**config.mk**
```make
export PLATFORM = sky130hd
export DESIGN_NAME = minisrc_datapath
export DESIGN_NICKNAME = d
export VERILOG_FILES = /design/src/rtl/minisrc_datapath.sv
export SDC_FILE = /design/constraint.sdc
export NUM_CORES = 1
export LEC_CHECK = 0
export ABC_CLOCK_PERIOD_IN_PS = 6010
export BUFFER_PORTS_ARGS = -buffer_cell sky130_fd_sc_hd__buf_2
export CAP_MARGIN = 20
export CORE_ASPECT_RATIO = 1.4
export CORE_MARGIN = 1
export CORE_UTILIZATION = 44
export DETAILED_ROUTE_END_ITERATION = 6
export SLEW_MARGIN = 20
export SYNTH_ARGS = -nofsm -noshare
export SYNTH_HDL_FRONTEND = slang
export SYNTH_SLANG_ARGS = --single-unit
```
**constraint.sdc**
```tcl
create_clock -name clock -period 6.01 [get_ports clock]
set_clock_uncertainty 0.2 [all_clocks]
set_input_delay 1.202 -clock clock [delete_from_list [all_inputs] [get_ports clock]]
set_output_delay 1.202 -clock clock [all_outputs]
set_load 0.01 [all_outputs]
```
**src/rtl/minisrc_datapath.sv**
```systemverilog
// Register-file datapath with shared bus, Y/Z holding registers, multi-op ALU and a
// built-in IDLE->LDY->ALU->WB sequencer. Optional macro R0_ZERO_EN hard-wires r0 to zero.
module minisrc_datapath #(
  parameter int unsigned WIDTH = 8,
  parameter int unsigned NREGS = 16,
  localparam int unsigned AW = $clog2(NREGS)
) (
  input  logic             clock,
  input  logic             clear,
  input  logic             cmd_valid,
  output logic             cmd_ready,
  input  logic [2:0]       cmd_op,
  input  logic [AW-1:0]    cmd_rd,
  input  logic [AW-1:0]    cmd_ra,
  input  logic [AW-1:0]    cmd_rb,
  input  logic [WIDTH-1:0] cmd_imm,
  output logic             done,
  output logic [WIDTH-1:0] bus_out,
  output logic             flag_z,
  output logic             flag_c,
  input  logic [AW-1:0]    dbg_addr,
  output logic [WIDTH-1:0] dbg_data
);

  typedef enum logic [1:0] {S_IDLE, S_LDY, S_ALU, S_WB} state_t;

  typedef enum logic [2:0] {
    OP_ADD = 3'd0, OP_SUB = 3'd1, OP_AND = 3'd2, OP_OR  = 3'd3,
    OP_XOR = 3'd4, OP_MOV = 3'd5, OP_LDI = 3'd6, OP_NOP = 3'd7
  } op_t;

  typedef struct packed {
    op_t              op;
    logic [AW-1:0]    rd;
    logic [AW-1:0]    ra;
    logic [AW-1:0]    rb;
    logic [WIDTH-1:0] imm;
  } cmd_t;

  state_t           state, state_nxt;
  cmd_t             cmd_q;
  logic [WIDTH-1:0] regs [NREGS];
  logic [WIDTH-1:0] y_q, z_q;
  logic [WIDTH-1:0] rdata_a, rdata_b, bus;
  logic [WIDTH-1:0] alu_res;
  logic [WIDTH:0]   sum;
  logic             alu_c;
  logic             hs;
  logic             wr_en;
  logic             flag_op;

  // Register-file read ports (sequencer A/B and debug)
  always_comb begin
    rdata_a  = regs[cmd_q.ra];
    rdata_b  = regs[cmd_q.rb];
    dbg_data = regs[dbg_addr];
`ifdef R0_ZERO_EN
    if (cmd_q.ra == '0) rdata_a = '0;
    if (cmd_q.rb == '0) rdata_b = '0;
    if (dbg_addr == '0) dbg_data = '0;
`endif
  end

  // Single bus source per state
  always_comb begin
    bus = '0;
    case (state)
      S_LDY:   bus = rdata_a;
      S_ALU:   bus = (cmd_q.op == OP_LDI) ? cmd_q.imm : rdata_b;
      S_WB:    bus = z_q;
      default: bus = '0;
    endcase
  end

  assign bus_out = bus;

  // ALU: Y op bus; SUB uses Y + ~B + 1 so carry-out means no borrow
  always_comb begin
    sum     = '0;
    alu_res = z_q;
    alu_c   = 1'b0;
    case (cmd_q.op)
      OP_ADD: begin
        sum     = {1'b0, y_q} + {1'b0, bus};
        alu_res = sum[WIDTH-1:0];
        alu_c   = sum[WIDTH];
      end
      OP_SUB: begin
        sum     = {1'b0, y_q} + {1'b0, ~bus} + (WIDTH+1)'(1);
        alu_res = sum[WIDTH-1:0];
        alu_c   = sum[WIDTH];
      end
      OP_AND:  alu_res = y_q & bus;
      OP_OR:   alu_res = y_q | bus;
      OP_XOR:  alu_res = y_q ^ bus;
      OP_MOV:  alu_res = bus;
      OP_LDI:  alu_res = bus;
      default: alu_res = z_q;
    endcase
  end

  assign flag_op = (cmd_q.op == OP_ADD) || (cmd_q.op == OP_SUB) || (cmd_q.op == OP_AND) ||
                   (cmd_q.op == OP_OR)  || (cmd_q.op == OP_XOR);

  // Sequencer next state and write enable
  always_comb begin
    state_nxt = state;
    hs        = 1'b0;
    wr_en     = 1'b0;
    case (state)
      S_IDLE: begin
        hs = cmd_valid;
        if (cmd_valid) state_nxt = S_LDY;
      end
      S_LDY: state_nxt = S_ALU;
      S_ALU: state_nxt = S_WB;
      S_WB: begin
        state_nxt = S_IDLE;
        wr_en     = (cmd_q.op != OP_NOP);
`ifdef R0_ZERO_EN
        if (cmd_q.rd == '0) wr_en = 1'b0;
`endif
      end
      default: state_nxt = S_IDLE;
    endcase
  end

  always_ff @(posedge clock or posedge clear) begin
    if (clear) begin
      state     <= S_IDLE;
      cmd_q     <= '0;
      y_q       <= '0;
      z_q       <= '0;
      flag_z    <= 1'b0;
      flag_c    <= 1'b0;
      done      <= 1'b0;
      cmd_ready <= 1'b1;
      for (int i = 0; i < int'(NREGS); i++) regs[i] <= '0;
    end else begin
      state     <= state_nxt;
      cmd_ready <= (state_nxt == S_IDLE);
      done      <= (state == S_WB);
      if (hs) begin
        cmd_q.op  <= op_t'(cmd_op);
        cmd_q.rd  <= cmd_rd;
        cmd_q.ra  <= cmd_ra;
        cmd_q.rb  <= cmd_rb;
        cmd_q.imm <= cmd_imm;
      end
      if (state == S_LDY) y_q <= bus;
      if (state == S_ALU) begin
        z_q <= alu_res;
        if (flag_op) begin
          flag_z <= (alu_res == '0);
          flag_c <= alu_c;
        end
      end
      if (wr_en) regs[cmd_q.rd] <= bus;
    end
  end

endmodule

```
Word-level counts from Yosys, hierarchy flattened
Cells that the tools add are included.
{"block": "word_totals", "ff_bits": 173, "out_inout_bits": 20, "elab_cells": 85}
{"block": "op_classes", "addsub": 3, "order_cmp": 5, "eq_ne": 10, "n_mux": 20, "n_bitwise": 8, "reduce_logical": 11}
{"operator": "bitwise mux 128 bit", "count": 1}
{"operator": "binary-select mux 8 bit (select 4 bit)", "count": 3}
{"operator": "two-way mux 8 bit", "count": 8}
{"operator": "case mux 8 bit (6 select lines)", "count": 1}
{"operator": "demux 8 bit (select 4 bit)", "count": 1}
{"operator": "case mux 8 bit (3 select lines)", "count": 1}
{"operator": ">= comparator 5 bit, second input constant", "count": 4}
{"operator": "NOT 4 -> 5 bit", "count": 4}
{"operator": "adder 8 x 8 -> 9 bit", "count": 2}
{"operator": "adder 9 x 1 -> 9 bit, second input constant", "count": 1}
{"operator": "equality test 3 bit, second input constant", "count": 3}
{"operator": "bitwise AND 8 bit", "count": 1}
{"operator": "zero test 8 bit", "count": 1}
{"operator": "NOT 8 bit", "count": 1}
{"operator": "bitwise OR 8 bit", "count": 1}
{"operator": "case mux 2 bit (4 select lines)", "count": 1}
{"operator": "bitwise XOR 8 bit", "count": 1}
{"operator": "equality test 3 x 2 -> 1 bit, second input constant", "count": 2}
{"operator": "< comparator 5 x 1 -> 1 bit, second input constant", "count": 1}
{"operator": "equality test 2 bit, second input constant", "count": 2}
{"operator": "zero test 2 bit", "count": 2}
{"operator": "logical OR 1 bit", "count": 4}
{"operator": "equality test 3 x 1 -> 1 bit, second input constant", "count": 1}
{"operator": "zero test 3 bit", "count": 1}
{"operator": "8 further kinds", "count": 9}

Logic depth before layout (Yosys ltp)
{"block": "depth", "ltp_word": 11, "depth_mapped": 19, "ltp_nobuf": 17}

Worst setup path before layout
No wires, ideal clock.
{"block": "synth_path", "path_kind": "flip-flop to flip-flop", "start": "register cmd_q[12] (netlist bit)", "end": "register flag_z", "t_arrival_ps": 4247, "required_ps": 5706, "path_slack_ps": 1460, "path_stages_with_launch": 18, "synth_period_minus_slack_ps": 4550, "cell_sequence": "dfrtp_1 > buf_2 > buf_2 > mux4_2 > mux2i_1 > o22ai_1 > nor4_1 > nor2_1 > clkbuf_1 > ha_1 > fa_1 > a211o_1 > a31oi_1 > o221ai_1 > nand2b_1 > o211ai_1 > a31oi_1 > o41ai_2"}
{"block": "synth_between", "elab_chain_len": 10}
{"item": "start, declared", "line": "41", "rtl": "cmd_t cmd_q;"}
{"item": "NOT 4 -> 5 bit (implied by the code) *", "line": "54", "rtl": "rdata_a = regs[cmd_q.ra];"}
{"item": "binary-select mux 8 bit (select 4 bit) *", "line": "54"}
{"item": "two-way mux 8 bit (implied by the code) * (2 in series)", "line": "54"}
{"item": "case mux 8 bit (3 select lines) *", "line": "67", "rtl": "case (state)"}
{"item": "net bus_out[0]", "line": "18", "rtl": "output logic [WIDTH-1:0] bus_out,"}
{"item": "NOT 8 bit", "line": "89", "rtl": "sum = {1'b0, y_q} + {1'b0, ~bus} + (WIDTH+1)'(1);"}
{"item": "adder 8 x 8 -> 9 bit", "line": "89"}
{"item": "adder 9 x 1 -> 9 bit", "line": "89"}
{"item": "case mux 8 bit (6 select lines) *", "line": "82", "rtl": "case (cmd_q.op)"}
{"item": "zero test 8 bit *", "line": "154", "rtl": "flag_z <= (alu_res == '0);"}
{"item": "end signal, assigned", "line": "154"}
{"item": "end, declared", "line": "19", "rtl": "output logic flag_z,"}
Mark *: on every way through the listed nets, which the timed path passes. The rest lies on a longest branch. The select of a mux whose other input is x is not followed.
A chain may end at the register's enable or synchronous reset.

Worst setup path after layout
{"block": "layout_path", "start": "register cmd_q[20] (netlist bit)", "end": "register flag_z"}
{"block": "layout_between", "elab_chain_len": 8}
{"item": "equality test 3 bit", "line": "69, 82"}
{"item": "two-way mux 8 bit", "line": "69", "rtl": "S_ALU: bus = (cmd_q.op == OP_LDI) ? cmd_q.imm : rdata_b;"}
{"item": "case mux 8 bit (3 select lines)", "line": "67"}
{"item": "NOT 8 bit", "line": "89"}
{"item": "adder 8 x 8 -> 9 bit", "line": "89"}
{"item": "adder 9 x 1 -> 9 bit", "line": "89"}
{"item": "case mux 8 bit (6 select lines)", "line": "82"}
{"item": "zero test 8 bit", "line": "154"}
Parallel ways exist; a longest one is shown, timed or not.

==> results.yml <==
status:
  status: "finished clean"
clock_network:
  htreeDepth: 4
  ctsRootBufferMaster: "clkbuf_16"
  clkLatencyLatePin_ns: 0.45
  cts-resized-gates: 0
  clock-sinks: 173
  cts_buffer_depth: 2
  cts.clk_slew.worst_paths_ns: 0.07
  postCtsHoldBufs: 0
  cts_tree: "built"
  numCtsBuffers: 17
  cts_setup_buffers: 0
yosys:
  async_flop_share: 1.00
  syn_area_mm2: 0.0111
  synth_ff_type: "dfrtp_1"
  yosys-top-cells-count: "172 x dfrtp_1, 136 x mux2_2, 93 x mux4_2"
  yosys_warnings: 0
  synthMostInstantiatedCell: "dfrtp_1"
  ys_ff_latch: 173
  syn_inst: 908
  syn_area_per_cell_um2: 12.2
  ys_seq_area_frac: 0.392
  synth_top_area_frac: 0.389
  yosysTopAreaCell: "dfrtp_1"
  synthTopCellsByArea: "dfrtp_1 39%, mux4_2 19%, mux2_2 14%, ha_1 3.3%, mux2i_1 2.9%"
  synth_nets: 969
  ys_types: 66
  synth_edf_count: 0
layout:
  finalInstanceArea_mm2: 0.0123
  antenna_cells: 0
  final_cell_count_no_fill: 1270
  drive_gt1_frac: 0.375
  area_growth_syn_to_layout_pct: 10.9
  finalNetCount: 1003
  fin_util: 0.497
place:
  gp_congestion: 0.928
  dp_hpwl_um: 23800
  dpl-instance-area_mm2: 0.0117
  dp.cells: 1238
  portBuffers: 49
critical_path:
  rrSetupSlack_ns: 0.81
  arrival_ns: 5.36
  max_stage_delay_ns: 0.62
  cp_max_fo: 20
  rr_worst_depth: 14
  worstSetupStartpointType: "flop"
  cp_common_cell: "nor2_1"
  crit_start: "cmd_q[20]"
  critical_path_class: "reg -> reg"
  timing.rr.start: "cmd_q[20]"
  worst_ep_required_time_ns: 6.16
  crit_chain: "nand3b_1 > o21ai_0 > o22ai_1 > nor3_1 > nor2_1 > inv_1 > ha_1 > and3_1 > a221o_1 > o41ai_1 > xnor2_1 > nor2_1 > o32a_1 > o41ai_2"
  slowest_stage: "dfrtp_1"
  critPathCaptureType: "flop"
  worstReg2RegEnd: "flag_z"
sta:
  setup_violations: 0
  maxSlewViolCount: 0
  min_period_over_period: 0.866
  clock.fmax_mhz: 192
  setup_tns_ns: 0
  slew_headroom: 0.288
  hold_violations: 0
  tightest_slew_ns: 1.07
  rsz0062_at_grt: "no"
  fin_crit_ns: 5.20
die:
  fp.dieH_um: 190
  core_area_mm2: 0.0247
  die_w_um: 136
  ios: 50
  fp-row-count: 68
  die_area_mm2: 0.0258
  initial_core_util: 0.448
detailed_routing:
  vias: 8181
  drc_errors: 0
  avgViaCountPerCell: 6.44
  antenna_left: 0
  wire_per_inst_um: 26.5
  wl_um: 33600
  dr.pass1.iters: 5
  drt_iter0_drc: 666
power:
  internal_power_w: 0.00365
  p_leak_nw: 5.38
  powerDensity_mw_per_mm2: 528
  power_frac_comb: 0.480
  p_sw_w: 0.00282
  seq_power_share: 0.349
  p_clk_frac: 0.171
  max-vdd-ir-drop_uv: 290
  switching_share: 0.436
worst_hold_path:
  min_path_cells: 2
  min_from: "regs[26]"
  whs_endpoint: "regs[26]"
  hp-class: "reg -> reg"
job:
  maxCapViolations: 0
grt:
  antenna_found_initial: 0
  first_global_vias: 8355
  overflow: 0
  grt_pass1_wl_um: 52200
  grt_start_max_net_pins: 174
  grtUsageTotal: 0.278
## sequential cells by signal, indices dropped and copies added (netlist names)
| signal | cells |
|---|---|
| z_q | 8 |
| y_q | 8 |
| regs | 128 |
| done | 1 |
| flag_c | 1 |
| cmd_q | 23 |
| flag_z | 1 |
| cmd_ready | 1 |
| state | 2 |
## power groups by stage
stage | clock (W) | sequential [W] | combinational (W)
finish | 0.00111 | 0.00226 | 0.00311
global route | 0.00117 | 0.00232 | 0.00337
CTS | 0.00112 | 0.00224 | 0.00309
detailed placement | 0 | 0.00225 | 0.00308
global placement | 0 | 0.00224 | 0.00304
floorplan | 0 | 0.00186 | 0.00246
## kinds of logic (layout without fill, tap and decap cells)
family / Yosys count / after routing / synth area share
buf+inv: 98 / 145 / 0.0358
xor+xnor: 5 / 5 / 0.00396
flops: 173 / 173 / 0.392
mux: 262 / 262 / 0.359
simple gates: 180 / 180 / 0.0792
fa+ha+maj: 31 / 31 / 0.0365
compound gates: 159 / 159 / 0.0934
## critical path: cells and delay by family, from the launching register on
kind | cells | cell delay [ns]
flops | 1 | 0.62
simple gates | 5 | 1.38
compound gates | 6 | 2.04
fa+ha+maj | 1 | 0.37
xor+xnor | 1 | 0.18
buf+inv | 1 | 0.30
## layer usage
layer | track usage | part of all wire
met2 | 0.461 | 0.50
met4 | 0.130 | 0.040
met1 | 0.360 | 0.40
met3 | 0.0368 | 0.057
met5 | 0 | 0
## per-stage QoR
step	hold slack [ns]	setup slack, ns	power [W]
2_1_floorplan	0.273	1.46	0.00432
3_3_place_gp	0.294	0.938	0.00528
3_5_place_dp	0.311	0.896	0.00533
4_1_cts	0.326	0.896	0.00644
5_1_grt	0.363	0.579	0.00686
6_report	0.327	0.806	0.00647
## cell usage in the layout, fill, tap and decap left out, types with 5 or more instances in the layout
cell type / Yosys / routed
o221ai_1: 6 / 6
mux4_2: 93 / 93
o21ai_0: 57 / 57
o22ai_1: 12 / 12
nand2b_1: 10 / 10
a22oi_1: 5 / 5
buf_2: 15 / 49
nor3_1: 14 / 14
a21oi_1: 23 / 23
a211o_1: 5 / 5
nand3_1: 10 / 10
buf_4: 0 / 32
o211ai_1: 5 / 5
mux2_2: 136 / 136
nand3b_1: 5 / 5
mux2i_1: 32 / 32
a211oi_1: 5 / 5
inv_6: 0 / 5
dfrtp_1: 172 / 170
nor2b_1: 10 / 10
ha_1: 29 / 29
inv_1: 31 / 30
a31oi_1: 5 / 5
clkbuf_16: 0 / 17
or4_1: 5 / 5
nor2_1: 43 / 40
nand2_1: 59 / 59
## area by class of cell
cell class | count | area (um^2)
clock buffer | 19 | 443
inverter | 31 | 120
fill | 2238 | 12400
clock inverter | 13 | 133
sequential | 173 | 4330
multi-input combinational | 637 | 6330
timing repair buffer | 82 | 505
tap | 315 | 394
## how the worst max path moves through the flow
stage               endpoint  slack (ns)  cells past startpoint
floorplan             flag_z        1.46                     17
global placement      flag_z        0.94                     15
detailed placement    flag_z        0.90                     14
CTS                   flag_z        0.90                     15
global route          flag_z        0.58                     14
finish                flag_z        0.81                     14
Note: power is estimated with default switching activity, not from simulation.
